## config.mk

```make
export PLATFORM = sky130hd
export DESIGN_NAME = matrix_port_arbiter
export DESIGN_NICKNAME = d
export VERILOG_FILES = /design/src/rtl/matrix_port_arbiter_pkg.sv /design/src/rtl/matrix_port_arbiter.sv
export SDC_FILE = /design/constraint.sdc
export NUM_CORES = 1
export LEC_CHECK = 0
export CORE_MARGIN = 3
export CORE_UTILIZATION = 27
export CTS_CLUSTER_DIAMETER = 150
export CTS_CLUSTER_SIZE = 14
export DETAILED_ROUTE_END_ITERATION = 7
export GPL_TIMING_DRIVEN = 0
export HOLD_SLACK_MARGIN = 0.15
export PLACE_DENSITY = 0.85
export SYNTH_ARGS = -nofsm -noshare
export SYNTH_HDL_FRONTEND = slang
export SYNTH_SLANG_ARGS = --single-unit
```

## constraint.sdc

```tcl
create_clock -name clk -period 4.4 [get_ports clk]
set_input_delay 0.88 -clock clk [delete_from_list [all_inputs] [get_ports clk]]
set_output_delay 0.88 -clock clk [all_outputs]
set_load 0.02 [all_outputs]
```

## src/rtl/matrix_port_arbiter_pkg.sv

```systemverilog
// Shared types for the matrix port arbiter: FSM states, owner id and
// outstanding-read counter width.
package matrix_port_arbiter_pkg;

  localparam int unsigned CNT_WIDTH = 4;

  typedef enum logic [1:0] {
    IDLE  = 2'd0,
    OWN0  = 2'd1,
    OWN1  = 2'd2,
    DRAIN = 2'd3
  } state_t;

  typedef logic [1:0]           owner_t;
  typedef logic [CNT_WIDTH-1:0] count_t;

endpackage

```

## src/rtl/matrix_port_arbiter.sv

```systemverilog
// Two-requester arbiter for the shared matrix row-read / element-write port.
// Define MATRIX_ARB_ROUND_ROBIN_EN for round-robin on contention (default: requester 0 priority).
module matrix_port_arbiter
  import matrix_port_arbiter_pkg::*;
#(
  parameter  int NUM_ROWS       = 169,
  parameter  int WIDTH          = 32,
  localparam int ROW_ADDR_WIDTH = $clog2(NUM_ROWS)
) (
  input  logic                      clk,
  input  logic                      rst,
  input  logic                      req0,
  input  logic                      req1,
  output logic                      gnt0,
  output logic                      gnt1,
  input  logic [ROW_ADDR_WIDTH-1:0] rd0_row_addr,
  input  logic                      rd0_row_addr_ready,
  output logic                      rd0_row_valid,
  input  logic [ROW_ADDR_WIDTH-1:0] rd1_row_addr,
  input  logic                      rd1_row_addr_ready,
  output logic                      rd1_row_valid,
  input  logic [ROW_ADDR_WIDTH-1:0] wr0_row_addr,
  input  logic [ROW_ADDR_WIDTH-1:0] wr0_col_addr,
  input  logic [WIDTH-1:0]          wr0_data,
  input  logic                      wr0_ready,
  input  logic [ROW_ADDR_WIDTH-1:0] wr1_row_addr,
  input  logic [ROW_ADDR_WIDTH-1:0] wr1_col_addr,
  input  logic [WIDTH-1:0]          wr1_data,
  input  logic                      wr1_ready,
  output logic [ROW_ADDR_WIDTH-1:0] m_row_addr,
  output logic                      m_row_addr_ready,
  output logic [ROW_ADDR_WIDTH-1:0] m_write_row_addr,
  output logic [ROW_ADDR_WIDTH-1:0] m_write_col_addr,
  output logic [WIDTH-1:0]          m_write_data,
  output logic                      m_write_ready,
  input  logic                      m_row_valid,
  output logic                      busy,
  output logic                      err
);

  state_t state, state_next;
  owner_t owner, owner_next;
  count_t count, count_next;
  logic   err_next;
  logic   own_active;
  logic   sel1;
  logic   win1;
  logic   valid_ok;
  logic   stray;
  logic   sat_err;

  assign own_active = (state == OWN0) || (state == OWN1);
  assign sel1       = (owner == 2'd1);
  assign gnt0       = (state == OWN0);
  assign gnt1       = (state == OWN1);
  assign busy       = (state != IDLE);

`ifdef MATRIX_ARB_ROUND_ROBIN_EN
  logic last1;

  // last1 resets to 1 so requester 0 wins the first contention.
  always_ff @(posedge clk or posedge rst) begin
    if (rst) begin
      last1 <= 1'b1;
    end else if (state == IDLE && (req0 || req1)) begin
      last1 <= win1;
    end
  end

  assign win1 = req1 && (!req0 || !last1);
`else
  assign win1 = req1 && !req0;
`endif

  always_comb begin
    m_row_addr       = sel1 ? rd1_row_addr : rd0_row_addr;
    m_write_row_addr = sel1 ? wr1_row_addr : wr0_row_addr;
    m_write_col_addr = sel1 ? wr1_col_addr : wr0_col_addr;
    m_write_data     = sel1 ? wr1_data     : wr0_data;
    m_row_addr_ready = own_active && (sel1 ? rd1_row_addr_ready : rd0_row_addr_ready);
    m_write_ready    = own_active && (sel1 ? wr1_ready : wr0_ready);
  end

  // Returns with nothing outstanding are dropped rather than routed.
  assign valid_ok      = m_row_valid && (count != '0);
  assign rd0_row_valid = valid_ok && !sel1;
  assign rd1_row_valid = valid_ok && sel1;

  assign stray = ((rd0_row_addr_ready || wr0_ready) && !gnt0) ||
                 ((rd1_row_addr_ready || wr1_ready) && !gnt1);

  always_comb begin
    count_next = count;
    sat_err    = 1'b0;
    if (m_row_addr_ready && !valid_ok) begin
      if (count == '1) begin
        sat_err = 1'b1;
      end else begin
        count_next = count + count_t'(1);
      end
    end else if (!m_row_addr_ready && valid_ok) begin
      count_next = count - count_t'(1);
    end
    err_next = err || stray || sat_err || (m_row_valid && (count == '0));
  end

  always_comb begin
    state_next = state;
    owner_next = owner;
    case (state)
      IDLE: begin
        if (req0 || req1) begin
          state_next = win1 ? OWN1 : OWN0;
          owner_next = win1 ? 2'd1 : 2'd0;
        end
      end
      OWN0:    if (!req0) state_next = DRAIN;
      OWN1:    if (!req1) state_next = DRAIN;
      DRAIN:   if (count_next == '0) state_next = IDLE;
      default: state_next = IDLE;
    endcase
  end

  always_ff @(posedge clk or posedge rst) begin
    if (rst) begin
      state <= IDLE;
      owner <= '0;
      count <= '0;
      err   <= 1'b0;
    end else begin
      state <= state_next;
      owner <= owner_next;
      count <= count_next;
      err   <= err_next;
    end
  end

endmodule
```

==> PnR_summary.wiki, run 1 <==
{| class="wikitable"
! Metric !! Value
|-
| # hold bufs at CTS || 0
|-
| Met1 Use GR || 24.91%
|-
| Highest attainable clock frequency || 298.3 MHz
|-
| Root buf cell || clkbuf_8
|-
| Type of the worst setup path || input pin to primary output
|-
| DR vias/cell || 4.762
|-
| Placeable Area || 4755 µm²
|-
| Pwr per Cell Area || 517.5 nW/µm²
|-
| Detail Route Antenna Nets || 0
|-
| Number of clock sinks || 8
|-
| Leading cell type in the layout, fill and taps excluded || clkdlybuf4s50_1
|-
| Placement Setup Slack || 1066 ps
|-
| Chip Height || 76.48 µm
|-
| Relative area change from synthesis to final layout || 145.9%
|-
| Syn_nets || 266
|-
| Internal reg-to-reg setup slack || 1770 ps
|-
| Number of instances in the synthesized netlist || 138
|-
| Count of inserted antenna diode cells || 0
|-
| Number of antenna violations at the first check in global routing || 0
|-
| Maximum fanout encountered on the critical timing path || 6
|-
| Number of DRC markers in iteration 0 || 38
|-
| Average cell area after synthesis || 9.719 µm²
|-
| Largest net degree at the start of global routing || 11
|-
| Estimated wirelength of the detail-placed design || 6275 µm
|-
| Kind of start point of the critical path || input pin
|-
| Number of endpoints failing setup at the final stage || 0
|-
| WL/cell || 18.24 µm
|-
| Fraction of the cycle the final worst path needs || 76.20%
|-
| Bufs and invs on worst path || 3
|-
| Final estimated routing congestion in global placement || 0.8551
|-
| Met2 track utilization from global routing || 44.64%
|-
| Critical path endpoint category || primary output
|-
| Number of enable-type register cells in the synthesized netlist || 0
|-
| DIE WIDTH || 76.48 µm
|-
| Arrival time at the worst endpoint || 2470 ps
|-
| Kind of path behind the tightest hold check || flop to flop
|-
| Buffers on Ports || 183
|-
| TritonCTS clock tree || built
|-
| Main flop type after synthesis || dfrtp_1
|-
| Met3 Usage GRT || 6.147%
|-
| Count of nets after finishing || 454
|-
| Max-cap violations || 0
|-
| Routed wire length || 7131 µm
|-
| Asr flop ratio synth || 100.0%
|-
| Residual overflow from global routing || 0
|-
| Proportion of layout cells with a drive suffix above 1 || 19.75%
|-
| Footprint of the multi-input gates || 1072 µm²
|-
| Full die area || 5849 µm²
|-
| Setup Buffers After CTS || 0
|-
| Clock Skew || 0.6180 ps
|-
| Vias after detailed routing || 1862
|-
| Warnings from Yosys || 0
|-
| Clock latency on the worst-skew pair || 230 ps
|-
| Overall fraction of global-route tracks in use || 23.20%
|-
| Number of detailed-routing iterations run before antenna repair || 4
|-
| First-pass GRT wire length || 10720 µm
|-
| Register clock-pin slew on the reported worst setup and hold paths || 40 ps
|-
| Site row count || 25
|-
| Final Hold Vio Count || 0
|-
| Worst relative slew slack || 63.58%
|-
| Largest vdd supply drop || 403.1 µV
|-
| Total DRC errors in the routed layout || 0
|-
| # H-tree levels || 1
|-
| Sequential fraction of the synthesis area || 14.93%
|-
| Leakage component of the power || 0.001290 µW
|-
| Result of the run || complete, no violations
|-
| Crit-path slowest cell || clkdlybuf4s50_1
|-
| Post-cts repair resize count || 0
|-
| Fin crit period || 3353 ps
|-
| Setup repair after global routing missed its margin || false
|-
| Clock Tree Buf Depth || 2
|-
| Largest delay share family, worst path || buffers and inverters
|-
| Final setup TNS || 0 ps
|-
| Most used cell, CP || clkdlybuf4s50_1
|-
| Number of top-level pins || 185
|-
| Post-synthesis cell area || 1341 µm²
|-
| Sequential cell area || 200.2 µm²
|-
| Final hold slack || 496.5 ps
|-
| Number of clock buffers inserted by TritonCTS || 3
|-
| Initial core utilization || 28.21%
|-
| Final count of pins violating max slew || 0
|-
| Vias in the first global route || 1906
|-
| Layout fillers || 389
|-
| Crit path required time || 3520 ps
|-
| Slew @ Worst Pin || 546.2 ps
|-
| Post-layout worst setup margin || 1047 ps
|-
| Commonest non-fill, non-tap cells in the layout || clkdlybuf4s50_1 (183), mux2_2 (58), inv_1 (9)
|-
| Worst-path cell chain || clkdlybuf4s50_1, mux2_2, nand2_1, inv_1, clkdlybuf4s50_1
|-
| CP peak stage delay || 620 ps
|-
| Layer with the highest usage after global routing || met2
|-
| Count of different cell masters after synthesis || 39
|-
| Synth Register Bits || 8
|}
## where the power goes
part           leakage [µW]  switching [µW]  internal (µW)
sequential        0.0000914            36.1            110
combinational       0.00118             705            767
clock             0.0000216            29.1           59.3
## final cells by class
type	count	share of cell area, %
buffer	8	1.062
clock buffer	3	1.252
inverter	9	1.024
multi-input combinational	113	32.51
sequential	8	6.070
tap	67	2.542
timing repair buffer	183	55.54
## path summary, 6_finish.rpt
check                                   endpoint  depth (start not counted)                from
worst min-delay path                         err                          2                 err
worst max register to register          state[1]                          8            count[1]
min in group asynchronous                    err                          2                 rst
worst max-delay path            m_row_addr_ready                          5  rd1_row_addr_ready
worst min register to register               err                          2                 err
max in group asynchronous               count[0]                          2                 rst
## flip-flops by register name, indices dropped and copies added, names as in the netlist
| register | count |
|---|---|
| count | 4 |
| err | 1 |
| owner | 1 |
| state | 2 |
## routing by layer
layer  vias to the layer above  routed length (µm)
li1                        896                   -
met1                       858                2510
met2                        98                3953
met3                        10                 532
met4                         0                 135
met5                         -                   0
## stage by stage
step / cell area, µm² / power [µW] / util, % / std cells
after floorplan: 1341 / 1010 / - / 138
after global placement: 3257 / 1588 / 68.50 / 388
after detailed placement: 3257 / 1617 / 68.50 / 388
after CTS: 3298 / 1718 / 69.37 / 391
after global routing: 3298 / 1813 / 69.37 / 391
final: 3298 / 1707 / 69.37 / 391
## cell families (layout without fill, tap and decap cells)
family / after synthesis / in the layout / share of synthesized area [%]
multiplexers: 62 / 62 / 52.05
AO/OA/AOI/OAI: 22 / 22 / 11.85
AND/OR/NAND/NOR: 21 / 21 / 8.862
buffers and inverters: 17 / 203 / 5.130
flip-flops: 8 / 8 / 14.93
adder cells (fa/ha/maj): 7 / 7 / 6.530
XOR/XNOR: 1 / 1 / 0.6531
## Yosys cell counts (2+ instances only)
cell type | number | area (µm²)
dfrtp_1 | 8 | 200.2
mux2_2 | 58 | 653.1
nand2_1 | 3 | 11.26
nor2_1 | 5 | 18.77
buf_1 | 6 | 22.52
mux2i_1 | 3 | 30.03
a21oi_1 | 3 | 15.01
ha_1 | 7 | 87.58
inv_1 | 9 | 33.78
o31ai_1 | 2 | 15.01
o21ai_0 | 3 | 15.01
and3_1 | 2 | 12.51
and2_1 | 2 | 12.51
a221o_1 | 2 | 20.02
## worst reg2reg max path, delay by kind of cell (launching register included)
kind	cells	cell delay (ps)
compound gates	1	410
buf+inv	1	100
fa+ha+maj	1	210
xor+xnor	1	160
mux	2	660
simple gates	2	550
flops	1	420
Note: power is estimated with default switching activity, not from simulation.
==> run 2: changes to the inputs <==
Settings changed: CORE_UTILIZATION 27 to 22, PLACE_DENSITY 0.85 to 0.74.
Clock period 4.4 ns to 2.8 ns, I/O delays scaled along.
==> run 2 against run 1 <==
Against the previous run: setup slack got worse by 920 ps; sequential power rose by 56%; largest power group unchanged; highest routed layer unchanged; clock power rose by 55%; count of clock-buffer cells in the layout did not move.
==> PnR_summary.wiki, run 2 (same netlist as run 1, synthesis figures left out) <==
{| class="wikitable"
! Metric !! Value
|-
| Result of the run || complete, no violations
|-
| Reg-to-Reg End || state[1]
|-
| Reg-to-Reg Start || count[0]
|-
| Highest attainable clock frequency || 374.3 MHz
|-
| First-pass GRT wire length || 10880 µm
|-
| Leading cell type in the layout, fill and taps excluded || clkdlybuf4s50_1
|-
| Clock Skew || 1.661 ps
|-
| Pwr per Cell Area || 799.0 nW/µm²
|-
| Leakage component of the power || 0.001320 µW
|-
| Max-cap violations || 0
|-
| Number of top-level pins || 185
|-
| Count of nets after finishing || 454
|-
| Chip Height || 84.08 µm
|-
| Registers with the most flip-flops || count (4), state (2)
|-
| Fin crit period || 2672 ps
|-
| Worst-path cell chain || buf_2, buf_1, mux2_2, clkdlybuf4s50_1
|-
| Placeable Area || 5709 µm²
|-
| Largest delay share family, worst path || buffers and inverters
|-
| Root buf cell || clkbuf_8
|-
| Detail Route Antenna Nets || 0
|-
| Crit path required time || 2240 ps
|-
| Setup repair after global routing missed its margin || false
|-
| Buffers on Ports || 183
|-
| Register clock-pin slew on the reported worst setup and hold paths || 40 ps
|-
| Initial core utilization || 23.49%
|-
| Commonest non-fill, non-tap cells in the layout || clkdlybuf4s50_1 (182), mux2_2 (58), inv_1 (9)
|-
| R2R cell count || 8
|-
| Met1 Use GR || 22.80%
|-
| Slew @ Worst Pin || 530.5 ps
|-
| Kind of path behind the tightest hold check || flop to flop
|-
| Count of inserted antenna diode cells || 0
|-
| Placed cell count || 393
|-
| Fraction of the cycle the final worst path needs || 95.42%
|-
| Clock Tree Buf Depth || 2
|-
| Largest net degree at the start of global routing || 11
|-
| Number of DRC markers in iteration 0 || 45
|-
| Register containing the most flip-flops in the final layout || count
|-
| Residual overflow from global routing || 0
|-
| Internal reg-to-reg setup slack || 200 ps
|-
| Final estimated routing congestion in global placement || 0.9271
|-
| Post-route total power || 2651 µW
|-
| Vias in the first global route || 1890
|-
| Maximum fanout encountered on the critical timing path || 10
|-
| Met2 track utilization from global routing || 35.29%
|-
| Number of clock sinks || 8
|-
| Vias after detailed routing || 1812
|-
| Clock latency on the worst-skew pair || 230 ps
|-
| Critical path endpoint category || primary output
|-
| Kind of start point of the critical path || flop
|-
| Final Hold Vio Count || 0
|-
| Number of antenna violations at the first check in global routing || 0
|-
| Instance count along the most critical hold path || 2
|-
| Final Instance Count excl. Fillers || 396
|-
| # H-tree levels || 1
|-
| Type of the worst setup path || flop to primary output
|-
| CP peak stage delay || 540 ps
|-
| Layer with the highest usage after global routing || met2
|-
| TritonCTS clock tree || built
|-
| Worst relative slew slack || 64.63%
|-
| Total DRC errors in the routed layout || 0
|-
| Post-layout worst setup margin || 128.3 ps
|-
| Estimated wirelength of the detail-placed design || 6255 µm
|-
| Overall fraction of global-route tracks in use || 19.47%
|-
| Final count of pins violating max slew || 0
|-
| Relative area change from synthesis to final layout || 147.4%
|-
| DR vias/cell || 4.576
|-
| Final setup TNS || 0 ps
|-
| Routed wire length || 7033 µm
|-
| DIE WIDTH || 84.08 µm
|-
| Number of flip-flops in the largest register || 4
|-
| Crit-path slowest cell || clkdlybuf4s50_1
|-
| Number of clock buffers inserted by TritonCTS || 3
|-
| Worst Hold Launch || err
|-
| Number of detailed-routing iterations run before antenna repair || 4
|-
| WL/cell || 17.76 µm
|-
| Largest vdd supply drop || 515.3 µV
|-
| Arrival time at the worst endpoint || 2110 ps
|-
| Number of endpoints failing setup at the final stage || 0
|-
| # hold bufs at CTS || 0
|-
| Placement Setup Slack || -61.94 ps
|-
| Endpoint of the worst hold path || err
|-
| Met3 Usage GRT || 5.528%
|-
| Full die area || 7069 µm²
|-
| Worst setup startpoint || owner[0]
|-
| Site row count || 27
|-
| Proportion of layout cells with a drive suffix above 1 || 21.60%
|-
| Bufs and invs on worst path || 3
|}
run 2: timing repair:
action / 4_1_cts / 5_1_grt
setup buffers: 0 / 0
gates resized for setup: 0 / 7
setup endpoints to repair: 0 / 30
hold endpoints to repair: 0 / 0
run 2: worst register-to-register path, delay by kind of cell (launching register included):
| family | cells | cell delay (ps) |
|---|---|---|
| adder cells (fa/ha/maj) | 1 | 220 |
| multiplexers | 2 | 660 |
| AND/OR/NAND/NOR | 2 | 550 |
| buffers and inverters | 1 | 100 |
| flip-flops | 1 | 400 |
| AO/OA/AOI/OAI | 1 | 400 |
| XOR/XNOR | 1 | 150 |
run 2: metrics by stage:
step / utilization, % / hold WS, ps / area [µm²]
3_5_place_dp: 57.16 / 483.3 / 3263
3_3_place_gp: 57.16 / 483.5 / 3263
2_1_floorplan: - / 375.7 / 1341
5_1_grt: 58.12 / 534.2 / 3318
4_1_cts: 57.88 / 496.7 / 3304
6_report: 58.12 / 495.0 / 3318
run 2: worst max path at each step:
stage	to	slack (ps)	cells past startpoint
after CTS	m_write_data[26]	50	4
final	m_write_row_addr[3]	130	4
after global placement	state[1]	-40	7
after global routing	rd0_row_valid	10	6
after floorplan	state[1]	260	7
after detailed placement	state[1]	-60	7
run 2: area by class of cell:
class,count,area (µm²)
Buffer,8,41.29
Tap cell,72,90.09
Fill cell,505,2391
Timing Repair Buffer,183,1834
Inverter,9,33.78
Sequential cell,8,200.2
Multi-Input combinational cell,113,1077
Clock buffer,3,41.29
run 2: power breakdown:
group	total (µW)	switching (µW)	internal [µW]
Combinational	2290	1080	1210
Sequential	228	54.9	173
Clock	137	43.6	92.9
Total	2650	1170	1480
run 2: routing by layer:
metal | wire length (µm) | up-vias
met2 | 3711 | 82
met5 | 0 | -
met4 | 114 | 0
met3 | 526 | 13
li1 | - | 894
met1 | 2680 | 823
==> run 3: changes to the inputs <==
Settings changed: CORE_UTILIZATION 22 to 25, GPL_TIMING_DRIVEN 0 to unset, PLACE_DENSITY 0.74 to 0.8.
Clock period 2.8 ns to 2.9 ns, I/O delays scaled along.
==> run 3 against run 2 <==
Against the previous run: register-to-register slack improved by 70 ps; sequential share of layout area barely moved; wire length increased by 2.1%; setup slack better by 5.4 ps; first-iteration DRC count fell by 31%; highest routed layer is now met5; cell area fell by 0.19%; critical endpoint is now state[1]; combinational power shrank 3%; non-clock buffer count decreased by 3; final cell count down 1.0%; utilization grew 6.3 points; largest power group unchanged.
==> PnR_summary.wiki, run 3 (same netlist as run 1, synthesis figures left out) <==
{| class="wikitable"
! Metric !! Value
|-
| Pwr per Cell Area || 786.4 nW/µm²
|-
| Vias after detailed routing || 1840
|-
| Clock Tree Buf Depth || 2
|-
| Proportion of layout cells with a drive suffix above 1 || 20.81%
|-
| Setup Buffers After CTS || 0
|-
| Layout fillers || 462
|-
| Total DRC errors in the routed layout || 0
|-
| Detail Route Antenna Nets || 0
|-
| Full die area || 6280 µm²
|-
| Register containing the most flip-flops in the final layout || count
|-
| Post-route total power || 2605 µW
|-
| Overall fraction of global-route tracks in use || 20.91%
|-
| Type of the worst setup path || input pin to flop
|-
| Post-layout worst setup margin || 133.6 ps
|-
| Crit-path slowest cell || clkdlybuf4s50_1
|-
| Worst relative slew slack || 73.10%
|-
| Root buf cell || clkbuf_8
|-
| Number of endpoints failing setup at the final stage || 0
|-
| Routed wire length || 7180 µm
|-
| Number of clock buffers inserted by TritonCTS || 3
|-
| Number of top-level pins || 185
|-
| DR vias/cell || 4.694
|-
| Placeable Area || 5140 µm²
|-
| Register clock-pin slew on the reported worst setup and hold paths || 40 ps
|-
| Clock latency on the worst-skew pair || 230 ps
|-
| DIE WIDTH || 79.25 µm
|-
| Number of detailed-routing iterations run before antenna repair || 4
|-
| Crit path required time || 3020 ps
|-
| Registers with the most flip-flops || count (4), state (2)
|-
| Largest net degree at the start of global routing || 37
|-
| Buffers on Ports || 184
|-
| Kind of start point of the critical path || input pin
|-
| Relative area change from synthesis to final layout || 146.9%
|-
| Arrival time at the worst endpoint || 2880 ps
|-
| Largest vdd supply drop || 721.7 µV
|-
| CP peak stage delay || 470 ps
|-
| Number of flip-flops in the largest register || 4
|-
| Chip Height || 79.25 µm
|-
| Initial core utilization || 26.10%
|-
| Worst-path cell chain || clkdlybuf4s50_1, or4b_1, a221o_1, o311a_1, a221o_1, o32a_1, mux2_4
|-
| Most used cell, CP || a221o_1
|-
| Placed cell count || 388
|-
| Number of antenna violations at the first check in global routing || 1
|-
| Vias in the first global route || 1888
|-
| Max-cap violations || 0
|-
| Site row count || 26
|-
| Leading cell type in the layout, fill and taps excluded || clkdlybuf4s50_1
|-
| Commonest non-fill, non-tap cells in the layout || clkdlybuf4s50_1 (184), mux2_2 (58), inv_1 (9)
|-
| # hold bufs at CTS || 0
|-
| Count of inserted antenna diode cells || 0
|-
| Number of clock sinks || 8
|-
| Fraction of the cycle the final worst path needs || 95.39%
|-
| Final Hold Vio Count || 0
|-
| Maximum fanout encountered on the critical timing path || 2
|-
| Slew @ Worst Pin || 392.3 ps
|-
| Post-cts repair resize count || 0
|-
| First-pass GRT wire length || 10220 µm
|-
| Placement Setup Slack || -81.76 ps
|-
| Final count of pins violating max slew || 0
|-
| Setup repair after global routing missed its margin || false
|-
| Highest attainable clock frequency || 361.5 MHz
|-
| Final estimated routing congestion in global placement || 0.9598
|-
| Critical path endpoint category || flop
|-
| Residual overflow from global routing || 0
|-
| Count of nets after finishing || 451
|-
| Final core utilization || 64.44%
|-
| Fin crit period || 2766 ps
|-
| Leakage component of the power || 0.001297 µW
|-
| WL/cell || 18.32 µm
|-
| Final Instance Count excl. Fillers || 392
|-
| Clock Skew || 2.685 ps
|-
| Number of DRC markers in iteration 0 || 31
|-
| Kind of path behind the tightest hold check || flop to flop
|-
| # H-tree levels || 1
|-
| Result of the run || complete, no violations
|-
| Estimated wirelength of the detail-placed design || 6171 µm
|-
| Final hold slack || 497.8 ps
|-
| TritonCTS clock tree || built
|}
run 3: cell count changes in the layout (fill, tap and decap cells not counted), sizes merged:
cell and delta:
dlymetal6s2s -1, clkdlybuf4s50 +2, buf +1, clkbuf -4
run 3: area by class of cell:
class	count	area [µm²]	share of cell area [%]
Multi-Input combinational cell	113	1072	32.38
Sequential cell	8	201.4	6.082
Clock buffer	4	45.04	1.360
Inverter	9	33.78	1.020
Tap cell	70	87.58	2.645
Timing Repair Buffer	188	1872	56.52
run 3: worst paths after layout:
| kind | endpoint | slack, ps | startpoint | cells after the start |
|---|---|---|---|---|
| worst max-delay path | state[1] | 130 | m_row_valid | 7 |
| worst min-delay path | err | 500 | err | 2 |
| worst max register to register | state[1] | 270 | count[1] | 8 |
| worst min register to register | err | 500 | err | 2 |
| max in group asynchronous | owner[0] | 2030 | rst | 2 |
| min in group asynchronous | count[2] | 600 | rst | 2 |
run 3: stage by stage:
step                      TNS, ps  cell area (µm²)
after floorplan                 0             1341
after global placement     -73.71             3267
after global routing            0             3312
after detailed placement   -125.6             3267
final                           0             3312
after CTS                       0             3312
run 3: metal layers:
layer  up-vias  GRT usage (%)  wire [µm]
li1        890              -          -
met1       853          22.38       2611
met2        83          40.40       3877
met3        12          6.122        553
met4         2          3.780        123
met5         -              0         13
run 3: where the power goes:
part           switching, µW  total, µW  internal, µW  leakage [µW]
Combinational           1050       2220          1180       0.00118
Sequential              69.5        238           168     0.0000904
Clock                   49.3        145          95.7     0.0000228
run 3: worst max-delay path, delay by kind of cell:
family	cells	cell delay, ps
buf+inv	1	470
compound gates	4	1090
simple gates	1	440
mux	1	300
==> patch 1 (flow settings as in run 3) <==
The parameter `WIDTH` goes from 32 to 16.
--- a/src/rtl/matrix_port_arbiter.sv
+++ b/src/rtl/matrix_port_arbiter.sv
@@ -4,7 +4,7 @@
   import matrix_port_arbiter_pkg::*;
 #(
   parameter  int NUM_ROWS       = 169,
-  parameter  int WIDTH          = 32,
+  parameter  int WIDTH          = 16,
   localparam int ROW_ADDR_WIDTH = $clog2(NUM_ROWS)
 ) (
   input  logic                      clk,
Ports: changed (resized m_write_data, wr0_data and wr1_data); port bits go from 185 to 137. The function was not compared with the original's and may differ.
==> patch 1 against run 3 <==
Total power fell by 14%; clock skew down 0.0015 ns; setup slack improved by 0.041 ns; sequential share of layout area rose by 1.5 points; sequential cell count unchanged; maximum frequency increased by 1.5%; area after synthesis down 11%; wire length is 28% lower; final cell count down 20%; cell area shrank 19%; synthesized cell count is 11% lower; critical path type is now in -> out.
==> patch 1: results (changes against run 3) <==
- Worst reg2reg startpoint: state[1]$_DFFE_PP0P_
- M2 GR Usage: 32.8% (-7.6 points)
- Synth Flop Type: dfrtp_1
- Root Driver: clkbuf_8
- Status: finished, final reports clean
- GRT Util Overall: 18.3% (-2.6 points)
- Vias in the first global route: 1,681 (-11%)
- Syn nets: 219 (-18%)
- Largest net degree at the start of global routing: 25 (-32%)
- Nets: 359 (-20%)
- DR vias: 1,540 (-16%)
- Area contributors post-synth: mux2_2 39%, dfrtp_1 17%, ha_1 7.4%
- Share of cells above drive strength 1: 22.1% (+1.3 points)
- Post-placement cell area: 0.00262 mm2 (-20%)
- Worst slew margin: 65.7% (-7.4 points)
- Final Wtd Congestion: 0.899 (-6.4%)
- Register area share after synthesis: 16.8% (+1.9 points)
- Power Internal: 1.24 mW (-14%)
- Wirelength, routed: 5.17 mm (-28%)
- Port Buffer Count: 136 (-26%)
- First-pass GRT wire length: 7.78 mm (-24%)
- HP Start: err$_DFF_PP0_
- Clock Skew: 0.00116 ns (-0.00153 ns)
- Critical path peak fanout: 9 (+7)
- Met1 usage: 19.8% (-2.6 points)
- Met3 Use GR: 7.08% (+0.95 points)
- Synth Warn #: 0 (unchanged)
- Detailed Route Iter0 Violations: 75 (+140%)
- Diodes inserted: 0 (unchanged)
- Leak: 1.06 nW (-18%)
- Max VDD drop: 0.422 mV (-42%)
- Distinct cells, synth: 39 (unchanged)
- Post-DP HPWL: 4.46 mm (-28%)
- Top cells by count, synth: 41 x mux2_2, 10 x inv_1, 8 x dfrtp_1
- Antenna violations before repair: 0 (-1)
- Longest Clk Path Bufs: 2 (unchanged)
- Number of buffers created by CTS: 3 (unchanged)
## patch 1: cells by family (layout without fill, tap and decap cells)
group	after synthesis	in the layout	share of synthesized area (%)
xor+xnor	1	1	1.37
mux	46	46	44.2
fa+ha+maj	7	7	7.37
simple gates	20	20	9.26
flops	8	8	16.8
compound gates	25	25	15.3
buf+inv	16	155	5.68
## patch 1: cell type report
| type | instances | area (um2) |
|---|---|---|
| Sequential cell | 8 | 201 |
| Tap cell | 52 | 65.1 |
| Timing Repair Buffer | 141 | 1400 |
| Fill cell | 373 | 1810 |
| Clock buffer | 4 | 45.0 |
| Inverter | 10 | 37.5 |
| Multi-Input combinational cell | 99 | 921 |
## patch 1: metrics by stage
stage	worst slack (ns)	instances
CTS	0.189	314
detailed placement	0.197	310
global placement	0.213	310
finish	0.174	314
floorplan	0.819	123
global route	0.117	314
## patch 1: final timing paths
check | end | slack [ns] | depth (start not counted)
min reg2reg | err$_DFF_PP0_ | 0.52 | 2
max in group asynchronous | owner[0]$_DFFE_PP0P_ | 2.06 | 2
min | err$_DFF_PP0_ | 0.52 | 2
max | rd1_row_valid | 0.17 | 4
max reg2reg | state[1]$_DFFE_PP0P_ | 0.52 | 8
min in group asynchronous | state[0]$_DFFE_PP0P_ | 0.59 | 2
## patch 1: critical path, stage by stage
cell	delay (ns)
clkdlybuf4s50_1	0.64
o21a_1	0.20
and2_1	0.12
clkdlybuf4s50_1	0.60
## patch 1: layer usage
layer  up-vias  routed length [um]
li1        731                   -
met1       731                1850
met2        71                2720
met3         7                 533
met4         0                  65
met5         -                   0
## patch 1: power groups by stage
| stage | Clock (mW) | Sequential [mW] | Combinational (mW) |
|---|---|---|---|
| 2_1_floorplan | 0 | 0.215 | 1.16 |
| 3_5_place_dp | 0 | 0.300 | 1.81 |
| 5_1_grt | 0.153 | 0.311 | 1.94 |
| 4_1_cts | 0.146 | 0.300 | 1.82 |
| 6_report | 0.143 | 0.297 | 1.81 |
| 3_3_place_gp | 0 | 0.295 | 1.80 |
==> patch 2 (config.mk and constraints of run 3) <==
Without the edit above. Register the output `err` once more; this adds one clock of latency there. The other outputs are not delayed to match.
--- a/src/rtl/matrix_port_arbiter.sv
+++ b/src/rtl/matrix_port_arbiter.sv
@@ -37,6 +37,8 @@
   output logic                      busy,
   output logic                      err
 );
+
+  logic err_s0;
 
   state_t state, state_next;
   owner_t owner, owner_next;
@@ -101,7 +103,7 @@
     end else if (!m_row_addr_ready && valid_ok) begin
       count_next = count - count_t'(1);
     end
-    err_next = err || stray || sat_err || (m_row_valid && (count == '0));
+    err_next = err_s0 || stray || sat_err || (m_row_valid && (count == '0));
   end
 
   always_comb begin
@@ -126,13 +128,17 @@
       state <= IDLE;
       owner <= '0;
       count <= '0;
-      err   <= 1'b0;
+      err_s0 <= 1'b0;
     end else begin
       state <= state_next;
       owner <= owner_next;
       count <= count_next;
-      err   <= err_next;
+      err_s0 <= err_next;
     end
   end
 
+  always_ff @(posedge clk) begin
+    err <= err_s0;
+  end
+
 endmodule
Behaviour: not the same (a bounded check fails within 4 cycles, from zero or initial values and one cycle with rst high).
==> patch 2 against run 3 <==
Critical path depth down 2; sequential cell count up 1; cell area up 1.2%; total power about the same; sequential share of layout area up 0.52 points; wire length down 5.3%; worst hold slack worse by 0.12 ns; setup slack better by 0.077 ns; sequential power up 15%; area after synthesis up 3.3%; critical path type is now in -> out; critical endpoint is now m_row_addr_ready.
==> patch 2: results (changes against run 3) <==
- Worst slew margin: 68.1% (-5.0 points)
- Nets: 455 (+0.89%)
- Leak: 1.31 nW (+0.79%)
- Fraction of area in registers: 6.60% (+0.52 points)
- Max incr delay on CP: 0.63 ns (+0.16 ns)
- Hold Path Stages: 0 (-2)
- Signal buf overhead: 56.0% (-0.55 points)
- Fill count: 441 (-4.5%)
- Post-DP HPWL: 5.99 mm (-2.9%)
- Highest metal used: met4
- Vias in the first global route: 1,938 (+2.6%)
- Status: finished, final reports clean
- Via-per-instance ratio: 4.78 (+1.8%)
- Hold endpoint: err$_DFF_P_
- Syn nets: 272 (+2.3%)
- Critical path peak fanout: 5 (+3)
- Detailed Route Iter0 Violations: 30 (-3.2%)
- Clock Network Area Fraction: 1.34% (-0.017 points)
- Met3 Use GR: 5.04% (-1.1 points)
- Register area share after synthesis: 15.9% (+0.97 points)
- Multi-input logic area: 0.00109 mm2 (+1.5%)
- Share of flip-flops with an asynchronous set or reset: 88.9% (-11 points)
- Worst setup path endpoint: m_row_addr_ready
- Top cell family by delay on the critical path: buffers and inverters
- Met2 WL: 3.73 mm (-3.8%)
- GRT Util Overall: 20.0% (-0.90 points)
- Largest net degree at the start of global routing: 43 (+16%)
- Top cells by count, synth: 56 x mux2_2, 9 x inv_1, 8 x dfrtp_1
- CP arrival: 2.11 ns (-0.77 ns)
- FF-to-FF setup slack: 0.25 ns (-0.02 ns)
## patch 2: changes by cell type in the layout (fill, tap and decap cells not counted), moves of 2 or more
cell	delta
o311ai_0	+2
mux2_2	-2
nand2_1	+2
a211o_1	+2
a221o_1	-2
buf_4	-2
## patch 2: through the flow
| stage | hold slack (ns) | utilization [%] | area (um2) | instances | setup slack (ns) |
|---|---|---|---|---|---|
| after detailed placement | 0.369 | 63.2 | 3310 | 392 | 0.117 |
| final | 0.381 | 64.0 | 3350 | 396 | 0.211 |
| after global placement | 0.365 | 63.2 | 3310 | 392 | 0.151 |
| after global routing | 0.393 | 64.0 | 3350 | 396 | 0.0684 |
| after floorplan | 0.348 | - | 1390 | 144 | 0.461 |
| after CTS | 0.384 | 64.0 | 3350 | 396 | 0.211 |
## patch 2: cell families after synthesis
family	synth area share, %
flops	15.9
buf+inv	5.51
xor+xnor	0.632
fa+ha+maj	6.32
compound gates	12.7
mux	49.9
simple gates	9.03
